[config.mk]
export PLATFORM = sky130hd
export DESIGN_NAME = fetch_unit
export DESIGN_NICKNAME = d
export VERILOG_FILES = /design/src/rtl/fetch_unit_pkg.sv /design/src/rtl/fetch_perf_cnt.sv /design/src/rtl/fetch_unit.sv
export SDC_FILE = /design/constraint.sdc
export NUM_CORES = 1
export LEC_CHECK = 0
export BUFFER_PORTS_ARGS = -buffer_cell sky130_fd_sc_hd__buf_4
export CAP_MARGIN = 0
export CORE_MARGIN = 3
export CORE_UTILIZATION = 45
export DETAILED_ROUTE_END_ITERATION = 10
export PLACE_DENSITY = 0.68
export SLEW_MARGIN = 0
export SYNTH_ARGS = -nofsm -noshare
export SYNTH_HDL_FRONTEND = slang
export SYNTH_SLANG_ARGS = --single-unit
[constraint.sdc]
create_clock -name clk_i -period 2.6 [get_ports clk_i]
set_input_delay 0.65 -clock clk_i [delete_from_list [all_inputs] [get_ports clk_i]]
set_output_delay 0.65 -clock clk_i [all_outputs]
set_load 0.03 [all_outputs]
[src/rtl/fetch_unit_pkg.sv]
// ---------------------------------------------------------------------------
// fetch_unit_pkg
// Shared definitions for the instruction-fetch stage:
//   - fetch_state_e : fetch controller states (IDLE, FETCH, DRAIN, HOLD)
//   - NOP_INSTR     : instruction presented whenever no valid instruction exists
//   - DEFAULT_RESET_PC / DEFAULT_PC_STEP : parameter defaults for fetch_unit
//   - align_word()  : forces a byte address onto a 32-bit word boundary
// ---------------------------------------------------------------------------
package fetch_unit_pkg;

  typedef enum logic [1:0] {
    IDLE  = 2'd0,
    FETCH = 2'd1,
    DRAIN = 2'd2,
    HOLD  = 2'd3
  } fetch_state_e;

  localparam logic [31:0] NOP_INSTR        = 32'h0000_0013;
  localparam logic [31:0] DEFAULT_RESET_PC = 32'h0000_0000;
  localparam logic [31:0] DEFAULT_PC_STEP  = 32'd4;

  // Redirect targets may carry garbage in the low two bits; fetches are
  // always word aligned.
  function automatic logic [31:0] align_word(input logic [31:0] addr);
    return addr & ~32'h0000_0003;
  endfunction

endpackage

[src/rtl/fetch_perf_cnt.sv]
// ---------------------------------------------------------------------------
// fetch_perf_cnt
// Performance counters for the fetch stage. Only built when FETCH_PERF_EN is
// defined; otherwise this file contributes no module.
// Ports:
//   clk_i         : clock, rising edge
//   rst_i         : asynchronous, active-low reset (counters clear to 0)
//   fetch_evt_i   : an instruction was handed downstream this cycle
//   bubble_evt_i  : the stage was active but presented no instruction
//   fetch_cnt_o   : wrapping count of fetch events
//   bubble_cnt_o  : wrapping count of bubble events
// ---------------------------------------------------------------------------
`ifdef FETCH_PERF_EN
module fetch_perf_cnt (
  input  logic        clk_i,
  input  logic        rst_i,
  input  logic        fetch_evt_i,
  input  logic        bubble_evt_i,
  output logic [31:0] fetch_cnt_o,
  output logic [31:0] bubble_cnt_o
);

  logic [31:0] fetch_cnt_q, fetch_cnt_d;
  logic [31:0] bubble_cnt_q, bubble_cnt_d;

  // Both counters simply wrap at 2^32.
  always_comb begin
    fetch_cnt_d  = fetch_cnt_q;
    bubble_cnt_d = bubble_cnt_q;
    if (fetch_evt_i)  fetch_cnt_d  = fetch_cnt_q + 32'd1;
    if (bubble_evt_i) bubble_cnt_d = bubble_cnt_q + 32'd1;
  end

  always_ff @(posedge clk_i or negedge rst_i) begin
    if (!rst_i) begin
      fetch_cnt_q  <= '0;
      bubble_cnt_q <= '0;
    end else begin
      fetch_cnt_q  <= fetch_cnt_d;
      bubble_cnt_q <= bubble_cnt_d;
    end
  end

  assign fetch_cnt_o  = fetch_cnt_q;
  assign bubble_cnt_o = bubble_cnt_q;

endmodule
`endif

[src/rtl/fetch_unit.sv]
// ---------------------------------------------------------------------------
// fetch_unit
// Instruction-fetch stage feeding the IF/ID pipeline register. Owns the PC,
// drives a variable-latency req/ack instruction memory and presents
// {addr_o, instr_o, valid_o} combinationally so that an ack in cycle N is
// visible to IF/ID in cycle N.
//
// Optional feature macro: FETCH_PERF_EN adds fetch_cnt_o / bubble_cnt_o.
//
// Ports:
//   clk_i, rst_i (async active-low)
//   start_i                        : leave IDLE (only looked at in IDLE)
//   stall_i                        : downstream holds, keep instruction
//   redirect_i, redirect_addr_i    : squash and refetch from new target
//   imem_req_o, imem_addr_o        : memory request, address stable until ack
//   imem_ack_i, imem_rdata_i       : memory response
//   valid_o, addr_o, instr_o       : instruction presented to IF/ID
//   fetch_cnt_o, bubble_cnt_o      : performance counters (FETCH_PERF_EN)
// ---------------------------------------------------------------------------
module fetch_unit
  import fetch_unit_pkg::*;
#(
  parameter logic [31:0] RESET_PC = DEFAULT_RESET_PC,
  parameter logic [31:0] PC_STEP  = DEFAULT_PC_STEP
) (
  input  logic        clk_i,
  input  logic        rst_i,
  input  logic        start_i,
  input  logic        stall_i,
  input  logic        redirect_i,
  input  logic [31:0] redirect_addr_i,
  output logic        imem_req_o,
  output logic [31:0] imem_addr_o,
  input  logic        imem_ack_i,
  input  logic [31:0] imem_rdata_i,
  output logic        valid_o,
  output logic [31:0] addr_o,
  output logic [31:0] instr_o
`ifdef FETCH_PERF_EN
  ,
  output logic [31:0] fetch_cnt_o,
  output logic [31:0] bubble_cnt_o
`endif
);

  fetch_state_e state_q, state_d;
  logic [31:0]  pc_q, pc_d;
  logic [31:0]  req_addr_q, req_addr_d;
  logic [31:0]  buf_instr_q, buf_instr_d;
  logic [31:0]  buf_addr_q, buf_addr_d;

  logic [31:0]  target;
  logic [31:0]  seq_addr;

  assign target   = align_word(redirect_addr_i);
  assign seq_addr = req_addr_q + PC_STEP;

  // State register.
  always_ff @(posedge clk_i or negedge rst_i) begin
    if (!rst_i) begin
      state_q     <= IDLE;
      pc_q        <= RESET_PC;
      req_addr_q  <= RESET_PC;
      buf_instr_q <= NOP_INSTR;
      buf_addr_q  <= '0;
    end else begin
      state_q     <= state_d;
      pc_q        <= pc_d;
      req_addr_q  <= req_addr_d;
      buf_instr_q <= buf_instr_d;
      buf_addr_q  <= buf_addr_d;
    end
  end

  // Next-state logic. Redirect outranks stall everywhere. While a request is
  // outstanding its address must not move, so a redirect without ack only
  // updates pc and lets DRAIN swallow the stale response.
  always_comb begin
    state_d     = state_q;
    pc_d        = pc_q;
    req_addr_d  = req_addr_q;
    buf_instr_d = buf_instr_q;
    buf_addr_d  = buf_addr_q;

    unique case (state_q)
      IDLE: begin
        if (start_i) begin
          state_d    = FETCH;
          req_addr_d = pc_q;
        end
      end

      FETCH: begin
        if (redirect_i) begin
          pc_d = target;
          if (imem_ack_i) req_addr_d = target;
          else            state_d    = DRAIN;
        end else if (imem_ack_i) begin
          pc_d = seq_addr;
          if (stall_i) begin
            buf_instr_d = imem_rdata_i;
            buf_addr_d  = req_addr_q;
            state_d     = HOLD;
          end else begin
            req_addr_d  = seq_addr;
          end
        end
      end

      DRAIN: begin
        // A redirect arriving together with the ack takes effect at once so
        // the newest target is the one fetched.
        if (redirect_i) pc_d = target;
        if (imem_ack_i) begin
          req_addr_d = redirect_i ? target : pc_q;
          state_d    = FETCH;
        end
      end

      HOLD: begin
        if (redirect_i) begin
          pc_d       = target;
          req_addr_d = target;
          state_d    = FETCH;
        end else if (!stall_i) begin
          req_addr_d = pc_q;
          state_d    = FETCH;
        end
      end

      default: state_d = IDLE;
    endcase
  end

  // Output logic; purely combinational from state, buffer and current ack.
  always_comb begin
    imem_req_o  = 1'b0;
    imem_addr_o = req_addr_q;
    valid_o     = 1'b0;
    addr_o      = '0;
    instr_o     = NOP_INSTR;

    unique case (state_q)
      IDLE: ;
      FETCH: begin
        imem_req_o = 1'b1;
        if (imem_ack_i && !redirect_i) begin
          valid_o = 1'b1;
          addr_o  = req_addr_q;
          instr_o = imem_rdata_i;
        end
      end
      DRAIN: imem_req_o = 1'b1;
      HOLD: begin
        if (!redirect_i) begin
          valid_o = 1'b1;
          addr_o  = buf_addr_q;
          instr_o = buf_instr_q;
        end
      end
      default: ;
    endcase
  end

`ifdef FETCH_PERF_EN
  fetch_perf_cnt u_perf (
    .clk_i        (clk_i),
    .rst_i        (rst_i),
    .fetch_evt_i  (valid_o && !stall_i),
    .bubble_evt_i ((state_q != IDLE) && !valid_o),
    .fetch_cnt_o  (fetch_cnt_o),
    .bubble_cnt_o (bubble_cnt_o)
  );
`endif

endmodule
==> impl_results.md <==
- Run status: complete, no violations
- IO Count: 168
- Final hold violation count: 0
- DR WL/cell: 21.7 µm
- First-pass GRT wire length: 39,100 µm
- Number of antenna violations at the first check in global routing: 0
- Cell total after placement: 1,118
- Seq/Total Area, Yosys: 43.5%
- Iteration-0 DRC Markers: 613
- R2R Setup Slk: 0.10 ns
- Die H: 135 µm
- Hold_ws: 0.135 ns
- Cell Area, Synth: 7480 µm²
- Reg2reg start: state_q[0]
- Vias post-DR: 7,391
- Sw Ratio: 43.0%
- WL final: 25,200 µm
- Synthesized flop and latch total: 130
- Initial Util: 46.6%
- Number of remaining DRC errors: 0
- Synth top area cells: dfrtp_1 (42%), mux2_2 (9.3%), a22o_1 (7.5%)
- Grt ovf: 0
- CTS sink count: 130
- Post-synth EDFFs: 0
- Post-DP HPWL: 17,400 µm
- Final setup viols: 0
- Core box area: 16,100 µm²
- Critical path endpoint category: primary output
- Final #Nets: 1,010
- Worst EP required: 1.95 ns
- Slew headroom: 58.1%
- Worst r2r path cells: 10
- Top-area cell type share of the netlist area: 42.5%
- Main synth FF type: dfrtp_1
- Combinational power share: 52.9%
- Max-slew violations: 0
- Avg Inst Size Synth: 9.92 µm²
- All-Layer GR Usage: 27.3%
- Maximum VDD drop: 0.000699 V
- Inserted Clock Buffers: 17
- Max-Cap Viols: 0
- RSZ-0062 raised after global routing: true
- Routability cong.: 0.931
- Antenna Nets Post-Route: 0
- Switching power: 6.16 mW
- Clock power share: 19.0%
- DRT Pass-1 Iters: 9
- Ys Warns: 0
- Cells after synthesis: 754
- Post-Layout Cell Count: 1,163
- F_max: 388 MHz
- Clock buffer depth: 2
- CTS clock-pin slew for the worst setup and hold paths: 0.05 ns
- Fin crit period: 2.58 ns
- Number of global-route vias before repair: 7,193
- CTS tree: yes
- Int Pwr: 8.15 mW
- Largest net degree at the start of global routing: 59
- DR vias/cell: 6.36
- Syn_nets: 830
- Crit-path max FO: 10
- Yosys top cell by area: dfrtp_1
- Post-synth ARST share: 100%
- H-tree depth: 4
- Arr. time, crit path: 1.93 ns
- # port buffers: 165
- Power per Cell Area: 1400 nW/µm²
- Worst Skew: 0.00871 ns
- Period utilization: 99.2%
- Startpoint types: register
- Die span in x: 135 µm
- Placed cell areas: 9230 µm²
- Leak Pwr: 4.49 nW
- Clk root buf: clkbuf_16
- Die footprint: 18,200 µm²
- Flop pwr share: 28.1%
- Power Total: 14.3 mW
- R2r endpoint: imem_addr_o[13]
- Worst hold path type: primary input to async pin
- # rows: 46
- Layout area overhead: 36.5%
- Diode count: 0
- Worst Max-Slew Pin Slew: 0.629 ns
- Fraction of layout cells with a size suffix above 1: 37.6%
- Cell area after layout: 10,200 µm²
- Clock latency on the worst-skew pair: 0.42 ns
- Number of library cell types mapped by synthesis: 61
- Critical path class: register to primary output
[final cells by class]
type	instances	area, µm²
inverters	8	30.0
flip-flops and latches	130	3260
clock buffers	26	549
repair buffers	234	2020
multi-input cells	543	3950
well taps	216	270
fillers	1303	5840
clock inverters	6	136
[placed cells by master (no fill, tap or decap), drive strengths merged, types with 4 or more instances in the layout]
cell and instances:
a211o 4, bufinv 4, o21ai 54, nand4 18
clkbuf 27, nor2 34, nand2b 9, ha 6
o2bb2ai 5, o221ai 10, nor4 5, xnor2 16
buf 233, a32o 4, a221oi 8, nand3 12
dfrtp 127, xor2 7, a211oi 5, a21oi 47
nor3 14, nand2 34, o21a 7, a31oi 7
and3 9, or3 7, a21o 5, mux2 62
inv 9, o22ai 25, or2 4, a22o 64
a22oi 25
[flip-flops by register name, indices dropped and copies added, names as in the netlist]
signal	flops
state_q	2
buf_instr_q	32
imem_addr_o	32
buf_addr_q	32
pc_q	32
[how the worst max path moves through the flow]
stage	from	to	slack (ns)	cells after the start
after floorplan	redirect_i	addr_o[0]	0.008	6
after global placement	redirect_i	addr_o[23]	0.15	6
after detailed placement	state_q[1]	instr_o[29]	0.12	7
after CTS	state_q[1]	addr_o[3]	0.009	8
after global routing	state_q[1]	addr_o[12]	-0.009	6
final	state_q[1]	valid_o	0.02	7
[per-layer routing]
layer / part of all wire (%) / vias up / GRT usage (%) / wire length [µm]
met5: 0 / - / 0 / 0
met2: 48 / 439 / 43.9 / 12100
met3: 9.4 / 54 / 5.96 / 2380
met4: 2.9 / 0 / 10.6 / 742
li1: - / 3254 / - / -
met1: 40 / 3644 / 36.4 / 9970
[critical path, cell delays in order, from the launching register on]
cell and delay [ns]:
dfrtp_1 0.42, buf_6 0.14, ha_4 0.15, nor2b_4 0.14, buf_12 0.14, buf_16 0.15, or2_4 0.23, buf_6 0.14
[Yosys cell counts (3+ instances only)]
library cell,n
dfrtp_1,127
a22o_1,64
mux2_2,62
o21ai_0,53
clkbuf_1,52
a21oi_1,47
nand2_1,34
nor2_1,33
a22oi_1,25
o22ai_1,25
nand4_1,17
buf_2,16
xnor2_1,16
nand3_1,12
nor3_1,10
and3_1,9
nand2b_1,9
o221ai_1,9
a221oi_1,8
inv_1,8
a31oi_1,7
o21a_1,7
or3_1,7
xor2_1,7
ha_1,6
a21o_1,5
nor4_1,5
o2bb2ai_1,5
a211o_1,4
a211oi_1,4
a32o_1,4
buf_1,4
or2_2,4
a221o_1,3
dfstp_2,3
nor2b_1,3
nor3_2,3
nor3b_1,3
o22a_1,3
o31ai_1,3
[metrics by stage]
step	TNS, ns	util (%)	setup WS, ns
2_1_floorplan	0	-	0.00789
3_3_place_gp	0	57.5	0.153
3_5_place_dp	0	57.5	0.122
4_1_cts	0	63.4	0.00857
5_1_grt	-0.0177	63.6	-0.00894
6_report	0	63.6	0.0200
[power groups by stage]
stage | combinational, mW | sequential [mW] | clock [mW]
finish | 7.57 | 4.02 | 2.71
global route | 8.11 | 4.14 | 2.84
CTS | 7.46 | 3.99 | 2.74
detailed placement | 7.11 | 4.01 | 0
global placement | 6.91 | 3.92 | 0
floorplan | 4.33 | 4.03 | 0
[timing repair]
item,in CTS,in global routing
gates cloned,3,1
pin swaps,2,3
gates resized for setup,27,7
endpoints found under the setup margin,62,61
hold buffers,0,0
setup buffers,9,2
[cells by family (layout without fill, tap and decap cells)]
kind of cell / after synthesis / count (layout) / share of synthesized area (%)
adder cells (fa/ha/maj): 6 / 6 / 1.00
AND/OR/NAND/NOR: 159 / 159 / 11.3
flip-flops: 130 / 130 / 43.5
AO/OA/AOI/OAI: 291 / 291 / 27.5
buffers and inverters: 81 / 274 / 4.43
multiplexers: 64 / 64 / 9.60
XOR/XNOR: 23 / 23 / 2.69
(Power assumes the default switching activity.)
